**config.mk**
```make
export PLATFORM = sky130hd
export DESIGN_NAME = math_unit
export DESIGN_NICKNAME = d
export VERILOG_FILES = /design/src/rtl/math_unit.sv
export SDC_FILE = /design/constraint.sdc
export NUM_CORES = 1
export LEC_CHECK = 0
export ABC_AREA = 1
export CORE_UTILIZATION = 47
export CTS_CLUSTER_DIAMETER = 30
export DETAILED_ROUTE_END_ITERATION = 8
export PLACE_DENSITY = 0.79
export SYNTH_ARGS = -nofsm -noshare
export SYNTH_HDL_FRONTEND = slang
export SYNTH_SLANG_ARGS = --single-unit
```
**constraint.sdc**
```tcl
create_clock -name clk -period 2 [get_ports clk]
set_input_delay 0.4 -clock clk [delete_from_list [all_inputs] [get_ports clk]]
set_output_delay 0.4 -clock clk [all_outputs]
set_load 0.05 [all_outputs]
```
**src/rtl/math_unit.sv**
```systemverilog
// -----------------------------------------------------------------------------
// math_unit
//   Registered add / subtract / accumulate / accumulator-clear unit with a
//   valid/ready handshake on both sides and a persistent accumulator.
//   One result register: a new transaction is accepted whenever that register
//   is empty or is being drained in the same cycle (full throughput).
//
// Parameters
//   WIDTH      operand, result and accumulator width (>= 2)
//
// Ports
//   clk        clock, rising edge
//   rst_n      asynchronous active-low reset
//   in_valid   operand/opcode presented
//   in_ready   unit can accept this cycle (!out_valid || out_ready)
//   op         00 ADD, 01 SUB, 10 ACC (acc + a), 11 CLR (clear accumulator)
//   a, b       operands (b ignored for ACC and CLR)
//   out_valid  result register holds an unconsumed result
//   out_ready  downstream consumes the result
//   result     registered result
//   carry      unsigned carry-out (ADD/ACC) or borrow (SUB), 0 for CLR
//   overflow   two's-complement signed overflow, 0 for CLR
//   zero       result == 0
//   acc        current accumulator value
//
// Build option
//   MATH_UNIT_SAT_EN  when defined, signed overflow clamps result (and the
//                     accumulator for ACC) to the signed limit in the
//                     direction of the true result; carry is still taken
//                     from the unclamped operation. Undefined: wrap only.
// -----------------------------------------------------------------------------
module math_unit #(
  parameter int WIDTH = 4
) (
  input  logic             clk,
  input  logic             rst_n,
  input  logic             in_valid,
  output logic             in_ready,
  input  logic [1:0]       op,
  input  logic [WIDTH-1:0] a,
  input  logic [WIDTH-1:0] b,
  output logic             out_valid,
  input  logic             out_ready,
  output logic [WIDTH-1:0] result,
  output logic             carry,
  output logic             overflow,
  output logic             zero,
  output logic [WIDTH-1:0] acc
);

  localparam logic [1:0] OP_ADD = 2'b00;
  localparam logic [1:0] OP_SUB = 2'b01;
  localparam logic [1:0] OP_ACC = 2'b10;
  localparam logic [1:0] OP_CLR = 2'b11;

  logic                    r_vld_p1;
  logic        [WIDTH-1:0] r_result_p1;
  logic                    r_carry_p1;
  logic                    r_ovf_p1;
  logic        [WIDTH-1:0] r_acc;

  logic                    w_accept;
  logic signed [WIDTH-1:0] w_x_p0;
  logic signed [WIDTH-1:0] w_y_p0;
  logic        [WIDTH:0]   w_sum_p0;
  logic                    w_ovf_p0;
  logic        [WIDTH-1:0] w_res_p0;

`ifdef MATH_UNIT_SAT_EN
  // Clamp to the signed limit on the side the true result lies. On overflow
  // the true result always has the sign of the first operand.
  function automatic logic [WIDTH-1:0] sat_clamp(
    input logic [WIDTH-1:0] wrapped,
    input logic             ovf,
    input logic             neg_dir
  );
    if (!ovf) begin
      return wrapped;
    end
    if (neg_dir) begin
      return {1'b1, {(WIDTH-1){1'b0}}};
    end
    return {1'b0, {(WIDTH-1){1'b1}}};
  endfunction
`endif

  assign in_ready = !r_vld_p1 || out_ready;
  assign w_accept = in_valid && in_ready;

  // Stage p0: operand select and arithmetic
  always_comb begin
    // ACC reuses the adder with the accumulator as first operand
    w_x_p0   = (op == OP_ACC) ? r_acc : a;
    w_y_p0   = (op == OP_ACC) ? a : b;
    w_sum_p0 = '0;
    w_ovf_p0 = 1'b0;
    case (op)
      OP_ADD, OP_ACC: begin
        w_sum_p0 = {1'b0, w_x_p0} + {1'b0, w_y_p0};
        w_ovf_p0 = (w_x_p0[WIDTH-1] == w_y_p0[WIDTH-1]) &&
                   (w_sum_p0[WIDTH-1] != w_x_p0[WIDTH-1]);
      end
      OP_SUB: begin
        // Bit WIDTH of the extended difference is the borrow (a < b)
        w_sum_p0 = {1'b0, w_x_p0} - {1'b0, w_y_p0};
        w_ovf_p0 = (w_x_p0[WIDTH-1] != w_y_p0[WIDTH-1]) &&
                   (w_sum_p0[WIDTH-1] != w_x_p0[WIDTH-1]);
      end
      default: begin
        w_sum_p0 = '0;
        w_ovf_p0 = 1'b0;
      end
    endcase
`ifdef MATH_UNIT_SAT_EN
    w_res_p0 = sat_clamp(w_sum_p0[WIDTH-1:0], w_ovf_p0, w_x_p0[WIDTH-1]);
`else
    w_res_p0 = w_sum_p0[WIDTH-1:0];
`endif
  end

  // Stage p1: result register and accumulator
  always_ff @(posedge clk or negedge rst_n) begin
    if (!rst_n) begin
      r_vld_p1    <= 1'b0;
      r_result_p1 <= '0;
      r_carry_p1  <= 1'b0;
      r_ovf_p1    <= 1'b0;
      r_acc       <= '0;
    end else if (w_accept) begin
      r_vld_p1    <= 1'b1;
      r_result_p1 <= w_res_p0;
      r_carry_p1  <= w_sum_p0[WIDTH];
      r_ovf_p1    <= w_ovf_p0;
      // CLR produces a zero result, so ACC and CLR both load w_res_p0
      if (op == OP_ACC || op == OP_CLR) begin
        r_acc <= w_res_p0;
      end
    end else if (out_ready) begin
      r_vld_p1 <= 1'b0;
    end
  end

  assign out_valid = r_vld_p1;
  assign result    = r_result_p1;
  assign carry     = r_carry_p1;
  assign overflow  = r_ovf_p1;
  assign zero      = (r_result_p1 == '0);
  assign acc       = r_acc;

endmodule

```
=== After elaboration in Yosys (flattened, before gate mapping) ===
Index checks and enable logic that the tools add are counted.

* Word-level logic and storage cells: 31
* Register bits after elaboration: 11

* Muxes and demuxes: 6
* Reduce and logical (&&, ||, !) cells: 11
* Add/subtract/negate cells: 2
* Equal/unequal tests: 7

{| class="wikitable"
|+ Operator list
! operator !! count
|-
| case mux 5 bit (2 select lines) || 1
|-
| 2-to-1 mux 4 bit || 2
|-
| adder 4 x 4 -> 5 bit || 1
|-
| subtractor 4 x 4 -> 5 bit || 1
|-
| == test 2 bit (second input constant) || 2
|-
| zero test 4 bit || 1
|-
| logical AND 1 bit || 3
|-
| != test 1 bit || 3
|-
| == test 2 x 1 -> 1 bit (second input constant) || 1
|-
| zero test 2 bit || 1
|-
| logical OR 1 bit || 2
|-
| 2-to-1 mux 1 bit || 2
|-
| case mux 1 bit (2 select lines) || 1
|-
| AND reduction 2 bit || 1
|-
| nonzero test 2 bit || 1
|-
| OR reduction 2 bit || 1
|-
| == test 1 bit || 1
|-
| zero test 1 bit || 1
|}

=== Logic depth before layout (Yosys ltp) ===
* Depth in word-level cells: 6
* Depth in mapped cells: 15
* Depth with buffers taken out: 14

=== Worst setup path before layout ===
Ideal clock, no wire load.

* Path kind: register to output
* Start point: register r_result_p1[1] (netlist: result[1])
* End point: output port zero
* Cell stages (with the launch flop): 2
* Buffers on the path: 0
* Arrival: 2.166 ns
* Setup slack: -0.566 ns
* Data required time: 1.600 ns
* Path through: dfrtp_1 -> nor4_1

* Cells in the longest elaborated chain, start to end: 1

{| class="wikitable"
|+ Ends and longest elaborated chain
! item !! line !! text
|-
| start, declared || 57 || <nowiki>logic [WIDTH-1:0] r_result_p1;</nowiki>
|-
| start signal, assigned || 131 || <nowiki>r_result_p1 <= w_res_p0;</nowiki>
|-
| zero test 4 bit || 147 || <nowiki>assign zero = (r_result_p1 == '0);</nowiki>
|-
| end, declared || 47 || <nowiki>output logic zero,</nowiki>
|}

Every way passes these cells.

=== Worst setup path in the final report ===
* Start point: input port op[1]
* End point: register r_acc[2] (netlist: acc[2])

* Cells in the longest elaborated chain, start to end: 4
* Elaborated cells between the ends (all ways): 12
* Classes of those cells: add/sub (2); eq/ne (3); mux (3); reduce/logical (4)

{| class="wikitable"
|+ Ends and longest elaborated chain
! item !! line !! text
|-
| start, declared || 39 || <nowiki>input logic [1:0] op,</nowiki>
|-
| == test 2 bit || n/a ||
|-
| 2-to-1 mux 4 bit, on equally long branches || 93, 94 ||
|-
| subtractor 4 x 4 -> 5 bit or adder 4 x 4 -> 5 bit (tied branches) || 105, 99 ||
|-
| case mux 5 bit (2 select lines) || 97 || <nowiki>case (op)</nowiki>
|-
| end signal, assigned || 136 || <nowiki>r_acc <= w_res_p0;</nowiki>
|-
| end, declared || 60 || <nowiki>logic [WIDTH-1:0] r_acc;</nowiki>
|}

Parallel ways exist; a longest one is shown, timed or not.
A chain may end at the register's enable or synchronous reset.

==> results.toml <==
[worst_setup_path]
path_cells = "dlygate4sd2_1, nand2_4, buf_6, o21ai_4, ha_4, inv_2, fa_2, inv_2, nand2_2, nand3_1, nand2_1, nand2_1, o21ai_0"
cpLargestDelayFamily = "adder cells"
startpoint_type = "input pin"
end_kind = "register"
worst-path-max-fanout = 8
worstSetupPathType = "in -> reg"
worst-path-buf-inv = 4
crit_path_max_incr_delay_ns = 0.41
slowest_stage = "fa_2"
cp.required_ns = 2.17
worstPathArrival_ns = 2.15

[cts]
cts_tree = "done"
cts_made_buffers = 3
htreeDepth = 1
clkLatencyLatePin_ns = 0.28
cts_root_buffer = "clkbuf_4"
clk_pin_slew_worst_paths_ns = 0.07
clock-sinks = 11
clockBufferDepth = 2
cts_hold_buffers = 0

[place]
placed_cell_area_um2 = 1390
placed_cells = 209
place_congestion = 0.896
pre_cts_ws_ns = -0.605
dp_hpwl_um = 2220
numPortBuffers = 26

[synth]
ys_ff_latch = 11
synth_top_area_frac = 0.285
yosys-top-cells-area = "dfrtp_1 28%, nand2_1 19%, ha_1 10%"
synth_cells = 143
yosysWarnings = 0
synth_top_cell_by_area = "dfrtp_1"
syn_avg_cell_area_um2 = 6.75
seq_area_frac_synth = 0.285
syn-num-nets = 167
yosysUniqueCellTypes = 22
synth_area_um2 = 966

[global_routing]
overflow = 0
grt_start_max_net_pins = 12
grt_pass1_vias = 1003
antenna_found_initial = 0
grtUsageTotal = 0.284
grt_pass1_wl_um = 4320

[die]
die_h_um = 47.3
pin_count = 27
rows = 16
core_um2 = 1940
die_w_um = 47.3
start_util = 0.497
die_area_um2 = 2240

[drt]
wirelength_um = 3080
drtIter0Drc = 33
routed_via_density = 5.08
routedWlPerCell_um = 14.2
vias = 1098
dr.pass1.iters = 4
drc_errors = 0
ant_nets = 0

[sta]
holdWs_ns = 0.461
setup_viol = 0
max_freq_ghz = 0.503
drv_slew = 0
finalCritPeriodShare = 0.994
slew_headroom = 0.655
worstMarginPinSlew_ns = 0.516
period_needed_ns = 1.99
hold_viol_final = 0
finClkSkew_ns = 0.00102
fin_ws_ns = 0.0122

[flow_run]
drv_cap = 0

[cells_and_area]
stdcell_area_um2 = 1540
layout_common_cells = "47 x nand2_1, 21 x clkdlybuf4s50_1, 16 x buf_4"
drive_gt1_frac = 0.307
stdcell_count = 216
nFillCells = 131
final_nets = 214
areaGrowthSynthToFinish_pct = 59.7
n_antenna_cell = 0
layout_commonest_cell = "nand2_1"

[hold_path]
worstHoldPathType = "in -> async"

[power_and_ir_drop]
p_leak_uw = 0.000783
ir_drop_mv = 0.682
power_density_nw_per_um2 = 788
p_total_uw = 1220

[outcome]
outcome = "complete, no violations"
==> cell usage after synthesis <==
library cell and instances:
a21oi_1 4, a21oi_4 1, a31oi_1 1, buf_6 1, dfrtp_1 11, fa_1 2
ha_1 8, inv_1 21, inv_2 3, nand2_1 49, nand2_2 4, nand2_4 1
nand3_1 9, nand3b_1 1, nand4_1 1, nor2_1 10, nor2_4 1, nor2b_1 1
nor4_1 1, o21ai_0 11, o21ai_1 1, o22ai_1 1
==> routing by layer <==
| layer | share of wire | track usage | vias to the layer above | routed length, µm |
|---|---|---|---|---|
| met5 | 0 | 0 | - | 0 |
| met4 | 0.019 | 0.0914 | 0 | 60 |
| met3 | 0.048 | 0.0538 | 8 | 149 |
| met2 | 0.51 | 0.488 | 40 | 1560 |
| met1 | 0.42 | 0.358 | 514 | 1310 |
| li1 | - | - | 536 | - |
==> worst reg2reg max path: stages, from the launching register on <==
cell     delay (ns)
dfrtp_1        0.41
o21ai_2        0.19
inv_2          0.07
ha_4           0.16
inv_2          0.06
fa_2           0.42
o22ai_2        0.22
inv_2          0.06
o21ai_1        0.13
==> path summary, 6_finish.rpt <==
check | startpoint | to | slack, ns | cells past startpoint
worst max-delay path | op[1] | acc[2] | 0.01 | 13
worst min-delay path | rst_n | overflow | 0.46 | 1
worst max register to register | acc[0] | acc[1] | 0.20 | 8
worst min register to register | overflow | overflow | 0.49 | 2
max in group asynchronous | rst_n | acc[0] | 1.20 | 1
min in group clk | overflow | overflow | 0.49 | 2
==> cell families after synthesis <==
kind of cell             Yosys count  synth area share
flip-flops                        11             0.285
adder cells (fa/ha/maj)           10             0.145
buffers and inverters             25             0.105
AO/OA/AOI/OAI                     19             0.113
AND/OR/NAND/NOR                   78             0.352
==> layout make-up <==
cell class / instances / area (µm²) / area share
well taps: 27 / 33.8 / 0.0219
multi-input cells: 107 / 709 / 0.460
repair buffers: 43 / 408 / 0.264
flip-flops and latches: 11 / 275 / 0.178
inverters: 24 / 90.1 / 0.0584
clock buffers: 4 / 26.3 / 0.0170
==> power by group <==
group          total [µW]  switching (µW)  internal, µW
Sequential            320            50.2           269
Clock                 159            81.4          77.5
Combinational         737             449           287
Total                1220             581           634
==> flip-flops by register name (all words and copies together) (netlist names) <==
name / cells
overflow: 1
result: 4
carry: 1
acc: 4
out_valid: 1
==> stage by stage <==
stage	utilization	TNS [ns]
after CTS	0.758	0
after global placement	0.715	-3.38
after floorplan	-	0
after global routing	0.794	-0.121
after detailed placement	0.715	-3.94
final	0.794	0
==> timing repair <==
item,4_1_cts,5_1_grt
cloned,0,0
gates resized for setup,16,28
endpoints found under the setup margin,8,7
pin swaps,5,7
endpoints found under the hold margin,0,0
setup buffers,3,0
Power figures use the tool's default switching activity.
